File: src/rtl/ysyx_22040386_pkg.sv
// Shared encodings for the hazard/forwarding controller: forwarding selects,
// hazard-state encoding and the default register-address width.
package ysyx_22040386_pkg;

    localparam int REG_AW_DEF = 5;

    localparam logic [1:0] FW_NONE = 2'b00;
    localparam logic [1:0] FW_WB   = 2'b01;
    localparam logic [1:0] FW_MEM  = 2'b10;

    typedef enum logic [1:0] {
        HZ_RUN      = 2'd0,
        HZ_STALL_LU = 2'd1,
        HZ_STALL_SB = 2'd2
    } hz_state_e;

endpackage

File: src/rtl/ysyx_22040386_scoreboard.sv
// Pending-write bit per architectural register for long-latency ops, with a
// lookup per ID source that ignores a register being retired this cycle.
module ysyx_22040386_scoreboard
    import ysyx_22040386_pkg::*;
#(
    parameter int REG_AW   = REG_AW_DEF,
    parameter int NUM_REGS = 2 ** REG_AW,
    parameter int NUM_SRC  = 2
) (
    input  logic                      clk,
    input  logic                      rst_n,
    input  logic                      set_en,
    input  logic [REG_AW-1:0]         set_addr,
    input  logic                      clr_en,
    input  logic [REG_AW-1:0]         clr_addr,
    input  logic [NUM_SRC*REG_AW-1:0] lookup_addr,
    output logic [NUM_SRC-1:0]        lookup_hit,
    output logic [NUM_REGS-1:0]       pending
);

    logic [NUM_REGS-1:0] pending_q;
    logic [NUM_REGS-1:0] pending_d;

    // Set is applied after clear: a new issue to the same rd is still in flight.
    always_comb begin
        pending_d = pending_q;
        if (clr_en) pending_d[clr_addr] = 1'b0;
        if (set_en) pending_d[set_addr] = 1'b1;
        pending_d[0] = 1'b0;
    end

    always_ff @(posedge clk or negedge rst_n) begin
        if (!rst_n) pending_q <= '0;
        else        pending_q <= pending_d;
    end

    for (genvar k = 0; k < NUM_SRC; k++) begin : g_lookup
        logic [REG_AW-1:0] addr;
        assign addr          = lookup_addr[k*REG_AW +: REG_AW];
        // A register retiring now reaches ID through the WB bypass instead.
        assign lookup_hit[k] = pending_q[addr] && !(clr_en && clr_addr == addr);
    end

    assign pending = pending_q;

endmodule

File: src/rtl/ysyx_22040386_hazard_ctrl.sv
// Hazard and forwarding controller for the 5-stage pipeline: EX/ID/MEM bypass
// selects, load-use and scoreboard stalls, registered stall reason and counters.
module ysyx_22040386_hazard_ctrl
    import ysyx_22040386_pkg::*;
#(
    parameter int REG_AW   = REG_AW_DEF,
    parameter int NUM_REGS = 32,
    parameter int NUM_SRC  = 2,
    parameter int CNT_W    = 32
) (
    input  logic                      i_clk,
    input  logic                      i_rst_n,
    input  logic                      i_flush,
    input  logic [NUM_SRC*REG_AW-1:0] i_id_rs_addr,
    input  logic [NUM_SRC-1:0]        i_id_rs_used,
    input  logic                      i_ex_valid,
    input  logic [NUM_SRC*REG_AW-1:0] i_ex_rs_addr,
    input  logic [REG_AW-1:0]         i_ex_rd_addr,
    input  logic                      i_ex_regwrite,
    input  logic                      i_ex_memread,
    input  logic                      i_ex_long,
    input  logic [REG_AW-1:0]         i_mem_rd_addr,
    input  logic                      i_mem_regwrite,
    input  logic                      i_mem_memwrite,
    input  logic [REG_AW-1:0]         i_mem_rs2_addr,
    input  logic [REG_AW-1:0]         i_wb_rd_addr,
    input  logic                      i_wb_regwrite,
    input  logic                      i_long_done,
    input  logic [REG_AW-1:0]         i_long_rd_addr,
    output logic [NUM_SRC*2-1:0]      o_ex_srcfw,
    output logic [NUM_SRC-1:0]        o_id_rdfw,
    output logic                      o_mem_sdfw,
    output logic                      o_stall,
    output logic                      o_bubble,
    output logic [NUM_REGS-1:0]       o_sb_pending,
    output logic [1:0]                o_state,
    output logic [CNT_W-1:0]          o_lu_stall_cnt,
    output logic [CNT_W-1:0]          o_sb_stall_cnt
);

    logic [NUM_SRC-1:0] lu_match;
    logic [NUM_SRC-1:0] sb_hit;
    logic               lu_hazard;
    logic               sb_hazard;
    logic               sb_set;
    hz_state_e          state_q;
    hz_state_e          state_d;
    logic [CNT_W-1:0]   lu_cnt_q;
    logic [CNT_W-1:0]   sb_cnt_q;

    // Register x0 is hardwired to zero, so it never takes part in forwarding.
    for (genvar k = 0; k < NUM_SRC; k++) begin : g_src
        logic [REG_AW-1:0] ex_rs;
        logic [REG_AW-1:0] id_rs;
        logic              mem_hit;
        logic              wb_hit;

        assign ex_rs   = i_ex_rs_addr[k*REG_AW +: REG_AW];
        assign id_rs   = i_id_rs_addr[k*REG_AW +: REG_AW];
        assign mem_hit = i_mem_regwrite && (ex_rs != '0) && (ex_rs == i_mem_rd_addr);
        assign wb_hit  = i_wb_regwrite && (ex_rs != '0) && (ex_rs == i_wb_rd_addr) && !mem_hit;

        assign o_ex_srcfw[2*k +: 2] = mem_hit ? FW_MEM : (wb_hit ? FW_WB : FW_NONE);
        assign o_id_rdfw[k] = i_id_rs_used[k] && i_wb_regwrite && (id_rs != '0)
                              && (id_rs == i_wb_rd_addr);
        assign lu_match[k]  = i_id_rs_used[k] && (id_rs == i_ex_rd_addr);
    end

    assign o_mem_sdfw = i_mem_memwrite && i_wb_regwrite && (i_mem_rs2_addr != '0)
                        && (i_mem_rs2_addr == i_wb_rd_addr);

    assign lu_hazard = i_ex_valid && i_ex_memread && i_ex_regwrite
                       && (i_ex_rd_addr != '0) && (|lu_match);
    assign sb_hazard = |(i_id_rs_used & sb_hit);
    assign sb_set    = i_ex_valid && i_ex_long && i_ex_regwrite
                       && (i_ex_rd_addr != '0) && !i_flush;

    assign o_stall  = (lu_hazard || sb_hazard) && !i_flush;
    assign o_bubble = o_stall;

    ysyx_22040386_scoreboard #(
        .REG_AW   (REG_AW),
        .NUM_REGS (NUM_REGS),
        .NUM_SRC  (NUM_SRC)
    ) u_scoreboard (
        .clk         (i_clk),
        .rst_n       (i_rst_n),
        .set_en      (sb_set),
        .set_addr    (i_ex_rd_addr),
        .clr_en      (i_long_done),
        .clr_addr    (i_long_rd_addr),
        .lookup_addr (i_id_rs_addr),
        .lookup_hit  (sb_hit),
        .pending     (o_sb_pending)
    );

    // Scoreboard stalls outrank load-use; a flush always returns to RUN.
    always_comb begin
        state_d = HZ_RUN;
        if (!i_flush) begin
            if (sb_hazard)      state_d = HZ_STALL_SB;
            else if (lu_hazard) state_d = HZ_STALL_LU;
        end
    end

    always_ff @(posedge i_clk or negedge i_rst_n) begin
        if (!i_rst_n) begin
            state_q  <= HZ_RUN;
            lu_cnt_q <= '0;
            sb_cnt_q <= '0;
        end else begin
            state_q <= state_d;
            if (state_d == HZ_STALL_LU && lu_cnt_q != '1) lu_cnt_q <= lu_cnt_q + CNT_W'(1);
            if (state_d == HZ_STALL_SB && sb_cnt_q != '1) sb_cnt_q <= sb_cnt_q + CNT_W'(1);
        end
    end

    assign o_state        = state_q;
    assign o_lu_stall_cnt = lu_cnt_q;
    assign o_sb_stall_cnt = sb_cnt_q;

endmodule

File: config.mk
export PLATFORM = sky130hd
export DESIGN_NAME = ysyx_22040386_hazard_ctrl
export DESIGN_NICKNAME = d
export VERILOG_FILES = /design/src/rtl/ysyx_22040386_pkg.sv /design/src/rtl/ysyx_22040386_scoreboard.sv /design/src/rtl/ysyx_22040386_hazard_ctrl.sv
export SDC_FILE = /design/constraint.sdc
export NUM_CORES = 1
export LEC_CHECK = 0
export ABC_CLOCK_PERIOD_IN_PS = 3100
export CORE_UTILIZATION = 49
export CTS_CLUSTER_SIZE = 40
export DETAILED_ROUTE_END_ITERATION = 8
export HOLD_SLACK_MARGIN = 0.02
export PLACE_DENSITY = 0.8
export REMOVE_ABC_BUFFERS = 1
export SLEW_MARGIN = 20
export SYNTH_ARGS = -nofsm -noshare
export SYNTH_HDL_FRONTEND = slang
export SYNTH_SLANG_ARGS = --single-unit
export TNS_END_PERCENT = 100
File: constraint.sdc
create_clock -name i_clk -period 3.1 [get_ports i_clk]
set_clock_uncertainty 0.2 [all_clocks]
set_input_delay 0.62 -clock i_clk [delete_from_list [all_inputs] [get_ports i_clk]]
set_output_delay 0.62 -clock i_clk [all_outputs]
set_load 0.02 [all_outputs]
==> impl_results.md <==
- Status: complete, but fails checks
- Failing checks: design-rule violations
- Pwr dens: 369.8 mW/mm^2
- Syn_area_per_cell: 9.753 um^2
- Number of I/O port buffers: 163
- Tmin final: 3.090 ns
- Total wire length: 19,580 um
- Worst skew pair latency: 0.35 ns
- Slowest CP cell: clkdlybuf4s50_1
- Fin. Hold Viols: 0
- CTS Buf Count: 9
- Top cell type's share of synthesized area: 41.14%
- Antenna Nets Post-Route: 0
- EDFF count, synth: 0
- Vias: 5,904
- GRT Resource Usage Total: 32.53%
- Worst EP required: 2.28 ns
- Die span in x: 111.7 um
- Clock tree from TritonCTS: built
- Drt pass-1 iters: 6
- Setup_tns: 0 ns
- Distinct cells, synth: 53
- Met3 WL: 1941 um
- Commonest register cell after synthesis: dfrtp_1
- Fin nets: 925
- Most frequent cells in the layout: clkdlybuf4s50_1 (131), buf_4 (117), dfrtp_1 (97), xnor2_1 (90), o21ai_0 (63)
- Layout cells sized above 1: 24.14%
- Flops & latches, synth: 97
- Synthesized area: 0.005901 mm^2
- Per-cell routed wire length: 19.33 um
- Worst Tran Pin Value: 0.5908 ns
- Gate Count Post-Synth: 605
- Slew margin rel.: 60.61%
- First DRT Iteration DRCs: 383
- First-pass GRT wire length: 31,730 um
- Cell Rows: 39
- Worst-path clk slew: 0.08 ns
- RSZ-0062 raised after global routing: true
- Die outline area: 0.01248 mm^2
- H-tree level count: 3
- Inst Count DP: 985
- Setup violators final: 0
- Crit path launch: i_long_rd_addr[1]
- Reg2Reg Capture Point: o_sb_stall_cnt[1]
- Gpl congestion: 0.9942
- Yosys warning total: 0
- Slew Viols, Final: 0
- IO Pins: 165
- Leak: 3.733 nW
- Drc violations: 20
- Final Non-Filler Cells: 1,013
- HPWL Detailed: 14,680 um
- Sequential-to-total area share from yosys stat: 41.14%
- Chip Height: 111.7 um
- Max Clk Rate: 323.7 MHz
- Pin count of the biggest net entering global routing: 54
- Synth area leaders: dfrtp_1 (41%), xnor2_1 (13%), o21ai_0 (5.5%)
- Routed wl met2: 9001 um
- Critical Path Max Stage Delay: 0.45 ns
- Layout area overhead: 51.02%
- Hold-fix buffers at CTS: 0
- Congestion Overflow GR: 0
- Area taken by multi-input logic gates: 0.003410 mm^2
- CP endpoint kind: output port
- Worst R2R Start: u_scoreboard.pending[10]
- Worst Reg-to-Reg Cells: 10
- Critical path cell sequence: clkdlybuf4s50_1, buf_4, xnor2_1, nand4_1, o21ai_1, nor3_4, nor2_4, o21ai_4, buf_6
- Root buffer cell: clkbuf_16
- Clk buf depth: 2
- R2R setup slack: 0.10 ns
- Worst VDD drop: 463.1 uV
- Vias/cell: 5.828
- Crit Path Category: in2out
- Fillers: 778
- Antenna diodes: 0
- Total of max-cap violations: 0
- Fin crit share: 99.67%
- Reg area: 0.002427 mm^2
- Crit-path max FO: 5
- Commonest non-fill, non-tap cell in the layout: clkdlybuf4s50_1
- Clock Sinks: 97
- Core footprint: 0.01156 mm^2
- CP startpoint kind: input pin
- Top sig layer: met4
- Vias in the first global route: 6,050
- Metal-1 WL: 8065 um
- Worst hold path type: in2async
- Synth area leader: dfrtp_1
- Worst path arrival time: 2.27 ns
- Antenna violations before repair: 0
- Initial Util: 51.02%
- Ys async rst share: 100.0%
-- what timing repair did --
| action | 4_1_cts | 5_1_grt |
|---|---|---|
| setup buffers | 7 | 6 |
| endpoints found under the setup margin | 73 | 29 |
| endpoints found under the hold margin | 0 | 0 |
| resized for setup | 91 | 31 |
| pin swaps | 14 | 18 |
-- cell type report --
type                       instances  area share, %
clock buffer                      10          2.682
clock inverter                     6         0.5616
inverter                           8         0.3370
multi-input combinational        463          38.26
sequential                        97          27.24
tap                              143          2.008
timing repair buffer             286          28.91
-- cell families (layout without fill, tap and decap cells) --
logic type	count (synthesis)	after routing	synth area share [%]
compound gates	82	82	7.930
other cells	1	1	0.06355
simple gates	243	243	23.35
xor+xnor	110	110	16.33
mux	25	25	6.976
flops	97	97	41.14
buf+inv	45	310	3.796
fa+ha+maj	2	2	0.4240
-- worst max path at each step --
stage | to | slack [ns] | depth (start not counted)
after floorplan | o_bubble | -0.43 | 6
after global placement | o_bubble | -1.11 | 10
after detailed placement | o_stall | -1.15 | 10
after CTS | o_stall | -0.04 | 9
after global routing | o_stall | -0.04 | 7
final | o_stall | 0.01 | 9
-- state kept, by name, indices dropped and copies added, names as in the netlist --
| name | count |
|---|---|
| o_lu_stall_cnt | 32 |
| o_state | 2 |
| o_sb_stall_cnt | 32 |
| u_scoreboard.pending | 31 |
-- power breakdown --
part	internal, mW	switching [mW]
logic	0.411	0.393
clock network	0.578	0.515
registers	1.33	0.0718
-- worst max-delay path: cells and delay by family --
| family | cells | cell delay [ns] |
|---|---|---|
| AND/OR/NAND/NOR | 3 | 0.47 |
| XOR/XNOR | 1 | 0.11 |
| buffers and inverters | 3 | 0.77 |
| AO/OA/AOI/OAI | 2 | 0.30 |
-- synthesized netlist by cell type (2+ instances only) --
cell type / instances
dfrtp_1: 97
xnor2_1: 90
o21ai_0: 65
nand3_1: 45
nand2_1: 40
nand4_1: 36
nor2_1: 29
xor2_1: 20
clkbuf_1: 19
and3_1: 16
nor3_1: 14
nand3b_1: 12
nor4_1: 10
mux2_2: 9
inv_1: 8
mux4_2: 8
buf_2: 6
and2_1: 5
nor2b_1: 5
buf_4: 4
buf_6: 4
mux2i_1: 4
or3_1: 4
or3b_2: 4
and4_1: 3
mux4_1: 3
nor3b_1: 3
o2111ai_1: 3
or2_2: 3
a21o_1: 2
a21oi_1: 2
a221oi_1: 2
a22oi_1: 2
and4b_1: 2
buf_1: 2
clkbuf_2: 2
ha_1: 2
nand2b_1: 2
nor4_4: 2
o221ai_1: 2
or4_1: 2
-- stage by stage --
step / hold slack [ns] / setup WS, ns / power [mW] / instance area, um^2 / utilization, %
final: 0.06566 / 0.01030 / 3.296 / 8911 / 77.05
after detailed placement: 0.2849 / -1.147 / 2.186 / 8389 / 72.54
after global routing: 0.1097 / -0.04491 / 3.422 / 8911 / 77.05
after CTS: 0.08634 / -0.03922 / 3.287 / 8811 / 76.19
after global placement: 0.2786 / -1.109 / 2.166 / 8389 / 72.54
after floorplan: 0.1244 / -0.4284 / 1.700 / 5707 / -
-- layer usage --
layer | track usage (%) | up-vias
li1 | - | 2691
met5 | 0 | -
met1 | 41.58 | 2874
met3 | 9.690 | 41
met2 | 52.75 | 298
met4 | 10.99 | 0
Power figures use the tool's default switching activity.
